--- src/rtl/processor_selector.sv ---
// Opcode-driven router between the shared front end and the linear/circular
// motion sub-processors; all outputs are registered (1-cycle latency).
//
// Ports:
//   clk, reset (async, active-low)
//   op                       opcode selecting LIN (G00/G01), CIRC (G02/G03)
//                            or NONE (anything else)
//   trigger_in, stepper_done_in       strobes steered to the selected unit
//   lin_*_in / circ_*_in     sub-processor results (steps, servo, done)
//   lin_*_out / circ_*_out   steered strobes
//   num_steps_x/y_out, servo_pos_out, done_out   selected results
module processor_selector #(
    parameter int OP_BITS        = 4,
    parameter int STEPPER_X_BITS = 16,
    parameter int STEPPER_Y_BITS = 16
) (
    input  logic                      clk,
    input  logic                      reset,
    input  logic [OP_BITS-1:0]        op,
    input  logic                      trigger_in,
    input  logic                      stepper_done_in,
    input  logic [STEPPER_X_BITS-1:0] lin_num_steps_x_in,
    input  logic [STEPPER_Y_BITS-1:0] lin_num_steps_y_in,
    input  logic                      lin_servo_pos_in,
    input  logic                      lin_done_in,
    input  logic [STEPPER_X_BITS-1:0] circ_num_steps_x_in,
    input  logic [STEPPER_Y_BITS-1:0] circ_num_steps_y_in,
    input  logic                      circ_servo_pos_in,
    input  logic                      circ_done_in,
    output logic                      lin_trigger_out,
    output logic                      lin_stepper_done_out,
    output logic                      circ_trigger_out,
    output logic                      circ_stepper_done_out,
    output logic [STEPPER_X_BITS-1:0] num_steps_x_out,
    output logic [STEPPER_Y_BITS-1:0] num_steps_y_out,
    output logic                      servo_pos_out,
    output logic                      done_out
);

    localparam logic [OP_BITS-1:0] OP_G00 = OP_BITS'(0);
    localparam logic [OP_BITS-1:0] OP_G01 = OP_BITS'(1);
    localparam logic [OP_BITS-1:0] OP_G02 = OP_BITS'(2);
    localparam logic [OP_BITS-1:0] OP_G03 = OP_BITS'(3);

    localparam logic SERVO_POS_UP   = 1'b1;

    typedef enum logic [1:0] {
        SEL_NONE,
        SEL_LIN,
        SEL_CIRC
    } sel_t;

    sel_t sel;

    logic                      lin_trig_d;
    logic                      lin_sdone_d;
    logic                      circ_trig_d;
    logic                      circ_sdone_d;
    logic [STEPPER_X_BITS-1:0] steps_x_d;
    logic [STEPPER_Y_BITS-1:0] steps_y_d;
    logic                      servo_d;
    logic                      done_d;

    always_comb begin
        sel = SEL_NONE;
        unique case (1'b1)
            (op == OP_G00) || (op == OP_G01): sel = SEL_LIN;
            (op == OP_G02) || (op == OP_G03): sel = SEL_CIRC;
            default:                          sel = SEL_NONE;
        endcase
    end

    always_comb begin
        lin_trig_d   = 1'b0;
        lin_sdone_d  = 1'b0;
        circ_trig_d  = 1'b0;
        circ_sdone_d = 1'b0;
        steps_x_d    = '0;
        steps_y_d    = '0;
        servo_d      = SERVO_POS_UP;
        // Unsupported ops report done so the dispatcher never stalls.
        done_d       = 1'b1;
        unique case (sel)
            SEL_LIN: begin
                lin_trig_d  = trigger_in;
                lin_sdone_d = stepper_done_in;
                steps_x_d   = lin_num_steps_x_in;
                steps_y_d   = lin_num_steps_y_in;
                servo_d     = lin_servo_pos_in;
                done_d      = lin_done_in;
            end
            SEL_CIRC: begin
                circ_trig_d  = trigger_in;
                circ_sdone_d = stepper_done_in;
                steps_x_d    = circ_num_steps_x_in;
                steps_y_d    = circ_num_steps_y_in;
                servo_d      = circ_servo_pos_in;
                done_d       = circ_done_in;
            end
            default: begin
            end
        endcase
    end

    always_ff @(posedge clk or negedge reset) begin
        if (!reset) begin
            lin_trigger_out       <= 1'b0;
            lin_stepper_done_out  <= 1'b0;
            circ_trigger_out      <= 1'b0;
            circ_stepper_done_out <= 1'b0;
            num_steps_x_out       <= '0;
            num_steps_y_out       <= '0;
            servo_pos_out         <= SERVO_POS_UP;
            done_out              <= 1'b0;
        end else begin
            lin_trigger_out       <= lin_trig_d;
            lin_stepper_done_out  <= lin_sdone_d;
            circ_trigger_out      <= circ_trig_d;
            circ_stepper_done_out <= circ_sdone_d;
            num_steps_x_out       <= steps_x_d;
            num_steps_y_out       <= steps_y_d;
            servo_pos_out         <= servo_d;
            done_out              <= done_d;
        end
    end

endmodule

--- config.mk ---
export PLATFORM = sky130hd
export DESIGN_NAME = processor_selector
export DESIGN_NICKNAME = d
export VERILOG_FILES = /design/src/rtl/processor_selector.sv
export SDC_FILE = /design/constraint.sdc
export NUM_CORES = 1
export LEC_CHECK = 0
export CORE_MARGIN = 3
export CORE_UTILIZATION = 30
export CTS_CLUSTER_DIAMETER = 30
export DETAILED_ROUTE_END_ITERATION = 6
export GPL_ROUTABILITY_DRIVEN = 0
export GPL_TIMING_DRIVEN = 0
export PLACE_DENSITY = 0.72
export SLEW_MARGIN = 20
export SYNTH_ARGS = -nofsm -noshare
export SYNTH_HDL_FRONTEND = slang
export SYNTH_SLANG_ARGS = --single-unit
--- constraint.sdc ---
create_clock -name clk -period 0.8 [get_ports clk]
set_input_delay 0.16 -clock clk [delete_from_list [all_inputs] [get_ports clk]]
set_output_delay 0.16 -clock clk [all_outputs]
set_load 0.01 [all_outputs]
# After elaboration in Yosys (flattened, before gate mapping)
# Index checks and enable logic that the tools add are counted.
# totals
register_bits	38
in_bits	76
output_inout_bits	38
wordCells	25
# op_classes
eq_ne	5
n_mux	9
reduce_logical	3
# op_table
cell	count
16-bit one-hot mux with 2 select lines	2
4-bit by 2-bit == test with 1-bit output (second input constant)	2
4-bit by 1-bit == test with 1-bit output (second input constant)	1
4-bit logical NOT	1
1-bit 2-to-1 mux	4
1-bit one-hot mux with 2 select lines	2
2-bit one-hot mux with 2 select lines	1
2-bit by 1-bit == test with 1-bit output (second input constant)	1
2-bit == test (second input constant)	1
1-bit logical OR	2

# Longest topological paths before layout
# Gate-level depths: netlist of run 1.
# logic_depth
word_depth	5
mapped_depth	4
ltp_nobuf	2

# Worst setup path before layout of run 1
# No wires, ideal clock.
# synth_timing
path_kind	input to register
start	in op[3]
end	reg done_out
setup_time_ns	0.124
arrival_ns	0.760
required_time_ns	0.676
path_slack_ns	-0.084
cell_stages	3
n_path_buf	1
path_cell_list	or2_0 -> buf_6 -> a211o_1
# synth_between
elab_chain_cells	5
elab_cells_between_ends	10
cone_classes	eq/ne: 5; mux: 2; reduce/logical: 3
# synth_rtl
item	line_no	source
from (decl)	19	input logic [OP_BITS-1:0] op,
4-bit by 2-bit == test with 1-bit output (tied with other cells)	68	(op == OP_G02) || (op == OP_G03): sel = SEL_CIRC;
1-bit logical OR, on equally long branches	68, 67	
2-bit one-hot mux with 2 select lines (*)	66	unique case (1'b1)
2-bit == test / 2-bit by 1-bit == test with 1-bit output (equally long branches)	83	unique case (sel)
1-bit one-hot mux with 2 select lines (*)	83	
net done_d	62	logic done_d;
to (signal assigned)	123	done_out <= done_d;
to (decl)	37	output logic done_out
# Mark *: on every way through the listed nets, which the timed path passes. The rest lies on a longest branch.

# Worst setup path in the final report of run 1
# layout_timing
start	reg servo_pos_out
end	out servo_pos_out
# layout_lines
item	line_no	source
from (decl)	36	output logic servo_pos_out,
from (signal assigned)	122	servo_pos_out <= servo_d;
# No word-level cell between the ends.

==> metrics.md, run 1 <==
| Metric | Value |
|---|---|
| 1st-iter DRT viols | 16 |
| Synth area leaders | dfrtp_1 (60%), mux2i_1 (21%), nor2_1 (8.2%) |
| Leading area contributor after synthesis | dfrtp_1 |
| Vias in the first global route | about 1400 |
| Fmax | 0.941 GHz |
| Post-synthesis simple-gate area fraction | between 10% and 20% |
| Maximum root-to-sink buffer count | 2 |
| Dominant delay contributor by cell family on the critical path | flip-flops |
| DRC viols | 0 |
| Power per standard cell area | around 1500 nW/µm² |
| Gate Count Post-Synth | 122 |
| Tot Pwr | roughly 4300 µW |
| Htree depth | 2 |
| Critical path arrival | around 900 ps |
| Syn_area_per_cell | between 10 and 15 µm² |
| Detailed placement HPWL | about 3.3 mm |
| Post-synthesis async set-or-reset flop share | 100% |
| Largest net degree at the start of global routing | 35 |
| Period utilization | 133% |
| Worst endpoint required time | 640 ps |
| Vias per inst | 4.27 |
| Pre-CTS setup slack | -654 ps |
| Sequential share of the synthesized area | between 60% and 70% |
| Max cap viols | 0 |
| Post-synth top flop | dfrtp_1 |
| Area growth syn-to-layout | 90.7% |
| Leakage | between 0.001 and 0.0015 µW |
| ANT cells | 0 |
| Synth Area in Compound Gates | 1.13% |
| Antenna violations before repair | 0 |
| Buffers on Ports | approximately 110 |
| Clock-pin slew on the worst setup and hold paths | about 70 ps |
| RSZ-0062 raised after global routing | true |
| Setup Viol. Count Final | 38 |
| Vias post-DR | about 1400 |
| Syn Nets | around 200 |
| Max-Slew Margin vs Limit | 87.8% |
| Critical-path cell list | buf_6 |
| Worst VDD drop | approximately 0.79 mV |
| Antenna viol nets, final | 0 |
| Main combinational cell family by area after synthesis | multiplexers |
| Initial Util | between 30% and 40% |
| CP max stage cell | dfstp_2 |
| Core area | just under 5000 µm² |
| # IOs | around 110 |
| Layout cells sized above 1 | a little over a quarter |
| #FFs+latches synth | 38 |
| Grt total ovfl | 0 |
| Hold WC Path Type | in -> reg |
| Die height | 78.0 µm |
| Violated checks | negative setup slack |
| CP Class | reg -> out |
| Area share of the leading cell type in the synthesized netlist | between 50% and 60% |
| CTS buffer count | 5 |
| Final setup margin | -263 ps |
| Most common cell in the synthesized netlist | dfrtp_1 |
| Slew @ Worst Pin | about 180 ps |
| Root buffer cell | clkbuf_8 |
| Multiplexer share of the synthesized area | about a fifth |
| Crit path largest cell delay | 530 ps |
| Drt pass-1 iters | 3 |
| Max Slew Vio Count | 0 |
| Synthesized-area fraction occupied by adder cells | 0% |
| CTS tree | yes |
| Worst path bufs/invs | 1 |
| Startpoint types | flop |
| Num rows | 25 |
| Critical path endpoint category | output pin |
| Outcome | finished with violations |
| First-pass GRT wire length | around 6.6 mm |
| Routed WL | about 4.2 mm |
| Cell area after synthesis | about 1600 µm² |
| Die ar. | around 6000 µm² |
| Post-synthesis xor/xnor area fraction | 0% |
| Crit-path max FO | 1 |
| Sinks on Clock Net | 38 |
| Yosys synthesis warning count | 0 |
| DR WL/cell | 13.3 µm |
| Post-synth top cells | dfrtp_1 (37), nor2_1 (34), mux2i_1 (32) |
| Minimum clock period | ~1100 ps |
| Number of synthesized flops with an enable pin | 0 |
| Synth unique cells | 11 |
| Tot GR Track Use | around 14% |
| Final hold violations | 0 |
| Nets@finish | ~330 |
| Die width | 78.0 µm |
==> per-stage QoR <==
step                instances  setup TNS (ps)  hold WS, ps  util [%]  cell area, µm²
global placement          301          -75680          730      57.0            2760
floorplan                 122           -50.1         -136         -            1560
finish                    319           -5190         68.6      61.1            2960
CTS                       319           -5830         53.9      59.7            2900
detailed placement        302          -29490        -9.70      57.3            2780
global route              319           -6610         61.2      61.1            2960
==> cells by family (layout without fill, tap and decap cells) <==
group | after synthesis | after routing
AO/OA/AOI/OAI | 2 | 2
multiplexers | 32 | 32
buffers and inverters | 8 | 138
flip-flops | 38 | 38
AND/OR/NAND/NOR | 42 | 42
==> power by group <==
| part | internal (µW) | leakage (µW) | switching, µW | total [µW] |
|---|---|---|---|---|
| combinational | 638 | 0.000930 | 330 | 968 |
| clock | 692 | 0.0000472 | 631 | 1320 |
| sequential | 2000 | 0.000505 | 25.7 | 2030 |
| total | 3330 | 0.00148 | 987 | 4320 |
==> layer usage <==
layer  vias to the layer above  share of wire [%]  wire length [µm]  GRT usage [%]
met5                         -                  0                 0              0
met4                         0               0.45                19           4.72
met3                         2                 12               493           6.73
met2                        65                 53              2240           24.6
met1                       635                 35              1490           15.0
li1                        659                  -                 -              -
==> registers in the layout, indices dropped and copies added (netlist names) <==
signal and cells:
circ_stepper_done_out 1, circ_trigger_out 1, done_out 1, lin_stepper_done_out 1, lin_trigger_out 1, num_steps_x_out 16, num_steps_y_out 16, servo_pos_out 1
==> area by class of cell <==
class	count	area, µm²
Fill cell	436	1880
Timing Repair Buffer	122	1190
Sequential cell	38	952
Multi-Input combinational cell	76	518
Buffer	8	124
Tap cell	67	83.8
Clock buffer	6	82.6
Clock inverter	2	12.5
==> what timing repair did <==
action / 4_1_cts / 5_1_grt
cloned: 3 / 0
endpoints found under the hold margin: 37 / 0
setup endpoints to repair: 75 / 39
pin swaps: 2 / 2
gates resized for setup: 181 / 13
setup buffers: 5 / 0
hold buffers: 1 / 0
==> path summary, 6_finish.rpt <==
check / startpoint / end / slack, ps / depth (start not counted)
hold / removal: op[3] / lin_stepper_done_out / 70 / 2
min in group asynchronous: reset / circ_trigger_out / 220 / 2
max in group asynchronous: reset / servo_pos_out / 130 / 3
setup / recovery: servo_pos_out / servo_pos_out / -260 / 1
==> layout by cell type (no fill, tap or decap), types with 2 or more instances in the layout <==
cell type and n:
clkdlybuf4s50_1 69, dfrtp_1 37, nor2_1 33, mux2i_1 32, buf_2 24, buf_6 21
clkbuf_8 6, buf_12 5, nand2b_1 3, buf_16 3, buf_4 3, buf_8 2
and2b_1 2, a211o_1 2, nor3_1 2
No activity file was read; power rests on OpenSTA's default activity.
==> run 2: changes to the inputs <==
--- a/config.mk
+++ b/config.mk
@@ -5,13 +5,14 @@
 export SDC_FILE = /design/constraint.sdc
 export NUM_CORES = 1
 export LEC_CHECK = 0
-export CORE_MARGIN = 3
-export CORE_UTILIZATION = 30
+export CELL_PAD_IN_SITES_DETAIL_PLACEMENT = 0
+export CELL_PAD_IN_SITES_GLOBAL_PLACEMENT = 2
+export CORE_UTILIZATION = 17
 export CTS_CLUSTER_DIAMETER = 30
 export DETAILED_ROUTE_END_ITERATION = 6
 export GPL_ROUTABILITY_DRIVEN = 0
 export GPL_TIMING_DRIVEN = 0
-export PLACE_DENSITY = 0.72
+export PLACE_DENSITY = 0.71
 export SLEW_MARGIN = 20
 export SYNTH_ARGS = -nofsm -noshare
 export SYNTH_HDL_FRONTEND = slang
==> run 2 against run 1 <==
Net effect:
- the flow finishes with violations (design-rule violations, negative hold slack, negative setup slack)
- power rose by 0.56%
- non-clock buffer count decreased by 2
- clock-buffer cell count increased by 1
- global-route usage fell by 4.0 points
- worst setup slack got worse by 5.6 ps
- clock power hardly changed
- utilization is 27 points lower
- flip-flop and latch count unchanged
- largest cell class unchanged
==> metrics.md, run 2 (synthesized netlist as in run 1, its figures left out) <==
| Metric | Value |
|---|---|
| Htree depth | 2 (unchanged) |
| Critical path arrival | 910 ps (about the same) |
| Layout cells sized above 1 | 29.2% (+2.2 points) |
| Outcome | finished with violations |
| Slew @ Worst Pin | 507 ps (+330 ps) |
| 1st-iter DRT viols | 38 (+22) |
| Startpoint types | flop |
| DR WL/cell | 12.5 µm (-5.9%) |
| Fillers | 899 (+110%) |
| Pre-CTS setup slack | -668 ps (-13.9 ps) |
| Final hold violations | 17 (+17) |
| CP Class | reg -> out |
| Violated checks | design-rule violations, negative hold slack, negative setup slack |
| Die height | 97.6 µm (+25%) |
| Vias post-DR | 1342 (-1.4%) |
| Final setup margin | -268 ps (-5.59 ps) |
| Detailed placement HPWL | 3.39 mm (+2.2%) |
| Initial Util | 17.6% (-14 points) |
| WP depth | 1 (unchanged) |
| Antenna violations before repair | 0 (unchanged) |
| Tot GR Track Use | 10.2% (-4.0 points) |
| DRC viols | 12 (+12) |
| Vias per inst | 3.75 (-12%) |
| Buffers on Ports | 112 (unchanged) |
| Clock-pin slew on the worst setup and hold paths | 70 ps (about the same) |
| Top flop regs | num_steps_x_out x16, num_steps_y_out x16 |
| Worst VDD drop | 0.549 mV (-30%) |
| Critical path endpoint category | output pin |
| CTS buffer count | 5 (unchanged) |
| CP max stage cell | dfstp_2 |
| Antenna viol nets, final | 0 (unchanged) |
| Post-route cell area | 3000 µm² (+1.1%) |
| Hold WC Path Type | in -> async |
| Drt pass-1 iters | 5 (+2) |
| CTS tree | yes |
| Critical-path cell list | buf_6 |
| Worst path bufs/invs | 1 (unchanged) |
| Crit path largest cell delay | 530 ps (about the same) |
| Core area | 8810 µm² (+82%) |
| Die width | 97.6 µm (+25%) |
| Minimum clock period | 1070 ps (+5.59 ps) |
| Num rows | 34 (+36%) |
| First-pass GRT wire length | 7.47 mm (+13%) |
| Placed Area | 2840 µm² (+2.1%) |
| ANT cells | 0 (unchanged) |
| Commonest cells after routing, fill and taps aside | clkdlybuf4s50_1 (69), dfrtp_1 (37), mux2i_1 (32) |
| Crit-path max FO | 1 (unchanged) |
| Sinks on Clock Net | 38 (unchanged) |
| Post-placement cell count | 343 (+14%) |
| Worst endpoint required time | 640 ps (about the same) |
| Nets@finish | 325 (-0.61%) |
| Setup Viol. Count Final | 38 (unchanged) |
| Power per standard cell area | 1450 nW/µm² (-0.57%) |
| Maximum root-to-sink buffer count | 2 (unchanged) |
| Max Slew Vio Count | 0 (unchanged) |
| Final core occ | 34.0% (-27 points) |
| # IOs | 114 (unchanged) |
| Period utilization | 134% (+0.70 points) |
| Routed WL | 4.48 mm (+5.6%) |
| Max-Slew Margin vs Limit | 66.2% (-22 points) |
| Dominant delay contributor by cell family on the critical path | flip-flops |
| Largest net degree at the start of global routing | 21 (-40%) |
| Leakage | 0.00148 µW (-0.48%) |
| Non-filler instance count after layout | 358 (+12%) |
| Die ar. | 9530 µm² (+57%) |
| RSZ-0062 raised after global routing | true |
| Area growth syn-to-layout | 92.9% |
| Max cap viols | 0 (unchanged) |
| Vias in the first global route | 1465 (+8.0%) |
| Root buffer cell | clkbuf_8 |
| Most common cell after layout, fill and taps aside | clkdlybuf4s50_1 |
| Fmax | 0.936 GHz (-0.52%) |
| Grt total ovfl | 0 (unchanged) |
| WHS | -164 ps (-232 ps) |
==> run 2: cell types whose count changed in the layout (fill, tap and decap cells not counted), moves of 4 or more <==
| cell | previous run | this run |
|---|---|---|
| nor2_1 | 33 | 26 |
| nor2_2 | 1 | 8 |
| buf_6 | 21 | 16 |
| buf_2 | 24 | 28 |
==> run 2: how the worst max path moves through the flow <==
stage	start	to
floorplan	op[2]	done_out
global placement	reset	num_steps_y_out[4]
detailed placement	op[1]	num_steps_y_out[3]
CTS	servo_pos_out	servo_pos_out
global route	servo_pos_out	servo_pos_out
finish	servo_pos_out	servo_pos_out
==> run 2: area by class of cell <==
cell class,count,area (µm²),share of cell area (%)
Multi-Input combinational cell,76,536,17.9
Clock inverter,1,5.00,0.167
Timing Repair Buffer,120,1160,38.9
Sequential cell,38,952,31.8
Tap cell,108,135,4.51
Buffer,8,119,3.96
Clock buffer,7,86.3,2.88
==> run 2: per-layer routing <==
| metal | vias to the layer above | routed length [µm] | global-route usage (%) |
|---|---|---|---|
| met5 | - | 0 | 0 |
| met4 | 0 | 42 | 3.15 |
| met3 | 5 | 465 | 4.03 |
| met2 | 66 | 2120 | 16.9 |
| met1 | 616 | 1840 | 12.0 |
| li1 | 655 | - | - |
==> run 2: timing repair <==
action                                 CTS  global route
resized for setup                      180            15
endpoints found under the hold margin   17            17
pin swaps                                2             2
cloned                                   3             0
buffers inserted                         4             0
setup endpoints to repair               75            39
==> run 2: per-stage QoR <==
stage / setup TNS, ps / total power, µW
finish: -5440 / 4340
global route: -6930 / 4620
CTS: -6170 / 4440
detailed placement: -29970 / 2990
global placement: -81880 / 2970
floorplan: -50.1 / 2350
==> run 2: power by group <==
group          leakage (µW)  total, µW  internal (µW)  switching [µW]
registers          0.000505       2030           2000            24.1
logic              0.000921        969            629             339
clock network     0.0000482       1350            695             653
==> run 3: changes to the inputs <==
--- a/config.mk
+++ b/config.mk
@@ -12,6 +12,7 @@
 export DETAILED_ROUTE_END_ITERATION = 6
 export GPL_ROUTABILITY_DRIVEN = 0
 export GPL_TIMING_DRIVEN = 0
+export MAX_ROUTING_LAYER = met4
 export PLACE_DENSITY = 0.71
 export SLEW_MARGIN = 20
 export SYNTH_ARGS = -nofsm -noshare
==> run 3 against run 2 <==
Net effect:
- the flow still finishes with violations (design-rule violations, negative hold slack, negative setup slack)
- final cell count unchanged
- sequential power about the same
- hold slack improved by 1.7 ps
- routed wire length about the same
- critical path depth unchanged
- utilization unchanged
- via count unchanged
- worst setup slack improved by 1.4 ps
- clock-buffer cell count unchanged
- combinational power about the same
- largest cell class unchanged
==> metrics.md, run 3 (synthesized netlist as in run 1, its figures left out) <==
| Metric | Value |
|---|---|
| Buffers on Ports | 112 (unchanged) |
| DRC viols | 12 (unchanged) |
| Startpoint types | flop |
| Violated checks | design-rule violations, negative hold slack, negative setup slack |
| Die width | 97.6 µm (unchanged) |
| Hold WC Path Type | in -> async |
| Antenna violations before repair | 0 (unchanged) |
| Outcome | finished with violations |
| Largest net degree at the start of global routing | 21 (unchanged) |
| Final setup margin | -267 ps (+1.42 ps) |
| Dominant delay contributor by cell family on the critical path | flip-flops |
| Top flop regs | num_steps_x_out x16, num_steps_y_out x16 |
| Core area | 8810 µm² (unchanged) |
| WP depth | 1 (unchanged) |
| Layout cells sized above 1 | 29.2% (unchanged) |
| Max cap viols | 0 (unchanged) |
| WHS | -162 ps (+1.73 ps) |
| CP Class | reg -> out |
| Tot Pwr | 4340 µW (about the same) |
| Non-filler instance count after layout | 358 (unchanged) |
| Drt pass-1 iters | 5 (unchanged) |
| Root buffer cell | clkbuf_8 |
| Area growth syn-to-layout | 92.9% (unchanged) |
| Vias per inst | 3.75 (unchanged) |
| CTS buffer count | 5 (unchanged) |
| Initial Util | 17.6% (unchanged) |
| Vias post-DR | 1342 (unchanged) |
| Most common cell after layout, fill and taps aside | clkdlybuf4s50_1 |
| Die height | 97.6 µm (unchanged) |
| Crit path to | servo_pos_out |
| Crit-path max FO | 1 (unchanged) |
| Tot GR Track Use | 10.4% (+0.29 points) |
| CP max stage cell | dfstp_2 |
| Clock-pin slew on the worst setup and hold paths | 70 ps (about the same) |
| RSZ-0062 raised after global routing | true |
| Worst endpoint required time | 640 ps (about the same) |
| Worst path bufs/invs | 1 (unchanged) |
| Vias in the first global route | 1473 (+0.55%) |
| Minimum clock period | 1070 ps (-1.42 ps) |
| Maximum root-to-sink buffer count | 2 (unchanged) |
| Grt total ovfl | 0 (unchanged) |
| Crit path largest cell delay | 530 ps (about the same) |
| Post-placement cell count | 343 (unchanged) |
| DR WL/cell | 12.5 µm (about the same) |
| Worst VDD drop | 0.549 mV (about the same) |
| Num rows | 34 (unchanged) |
| Critical path endpoint category | output pin |
| 1st-iter DRT viols | 37 (-2.6%) |
| First-pass GRT wire length | 7.44 mm (-0.36%) |
| Period utilization | 133% (-0.18 points) |
| Die ar. | 9530 µm² (unchanged) |
| ANT cells | 0 (unchanged) |
| Power per standard cell area | 1450 nW/µm² (about the same) |
| Placed Area | 2840 µm² (unchanged) |
| Detailed placement HPWL | 3.39 mm (unchanged) |
| Antenna viol nets, final | 0 (unchanged) |
| Max-Slew Margin vs Limit | 66.2% (about the same) |
| Crit path launch | servo_pos_out |
| Critical-path cell list | buf_6 |
| Post-route cell area | 3000 µm² (unchanged) |
| Final hold violations | 17 (unchanged) |
| # IOs | 114 (unchanged) |
| Setup Viol. Count Final | 38 (unchanged) |
| Commonest cells after routing, fill and taps aside | clkdlybuf4s50_1 (69), dfrtp_1 (37), mux2i_1 (32) |
| Slew @ Worst Pin | 507 ps (-0.110 ps) |
| Max Slew Vio Count | 0 (unchanged) |
| Htree depth | 2 (unchanged) |
| Sinks on Clock Net | 38 (unchanged) |
| Fmax | 0.937 GHz (+0.13%) |
| Leakage | 0.00148 µW (unchanged) |
| Routed WL | 4.48 mm (about the same) |
| Critical path arrival | 910 ps (about the same) |
| CTS tree | yes |
| Nets@finish | 325 (unchanged) |
[run 3: report_power, final]
group / switching [µW] / leakage, µW / internal, µW
Sequential: 24.1 / 0.000505 / 2000
Combinational: 339 / 0.000921 / 629
Clock: 649 / 0.0000482 / 695
[run 3: layout make-up]
class	instances	area (µm²)
multi-input cells	76	536
well taps	108	135
repair buffers	120	1160
plain buffers	8	119
fillers	899	5810
clock inverters	1	5.00
clock buffers	7	86.3
flip-flops and latches	38	952
[run 3: timing repair]
item | 4_1_cts | 5_1_grt
pin swaps | 2 | 2
hold endpoints to repair | 17 | 17
cloned | 3 | 0
setup buffers | 4 | 0
resized for setup | 180 | 15
endpoints found under the setup margin | 75 | 39
[run 3: routing by layer]
metal / wire length, µm / GRT usage [%] / up-vias
met5: 0 / - / -
met4: 43 / 3.15 / 0
met3: 379 / 3.02 / 5
met2: 2130 / 16.9 / 66
met1: 1930 / 12.6 / 616
li1: - / - / 655
[run 3: how the worst min path moves through the flow]
stage / to / cells past startpoint
final: done_out / 1
after global routing: num_steps_x_out[9] / 1
after CTS: num_steps_x_out[9] / 1
after detailed placement: num_steps_x_out[9] / 1
after global placement: circ_trigger_out / 3
after floorplan: circ_stepper_done_out / 0
[run 3: stage by stage]
stage / TNS, ps / util, % / setup WS [ps]
2_1_floorplan: -50.1 / - / -45.0
4_1_cts: -6170 / 33.3 / -290
5_1_grt: -6920 / 34.0 / -314
6_report: -5360 / 34.0 / -267
3_5_place_dp: -29970 / 32.2 / -668
3_3_place_gp: -81880 / 32.0 / -1390
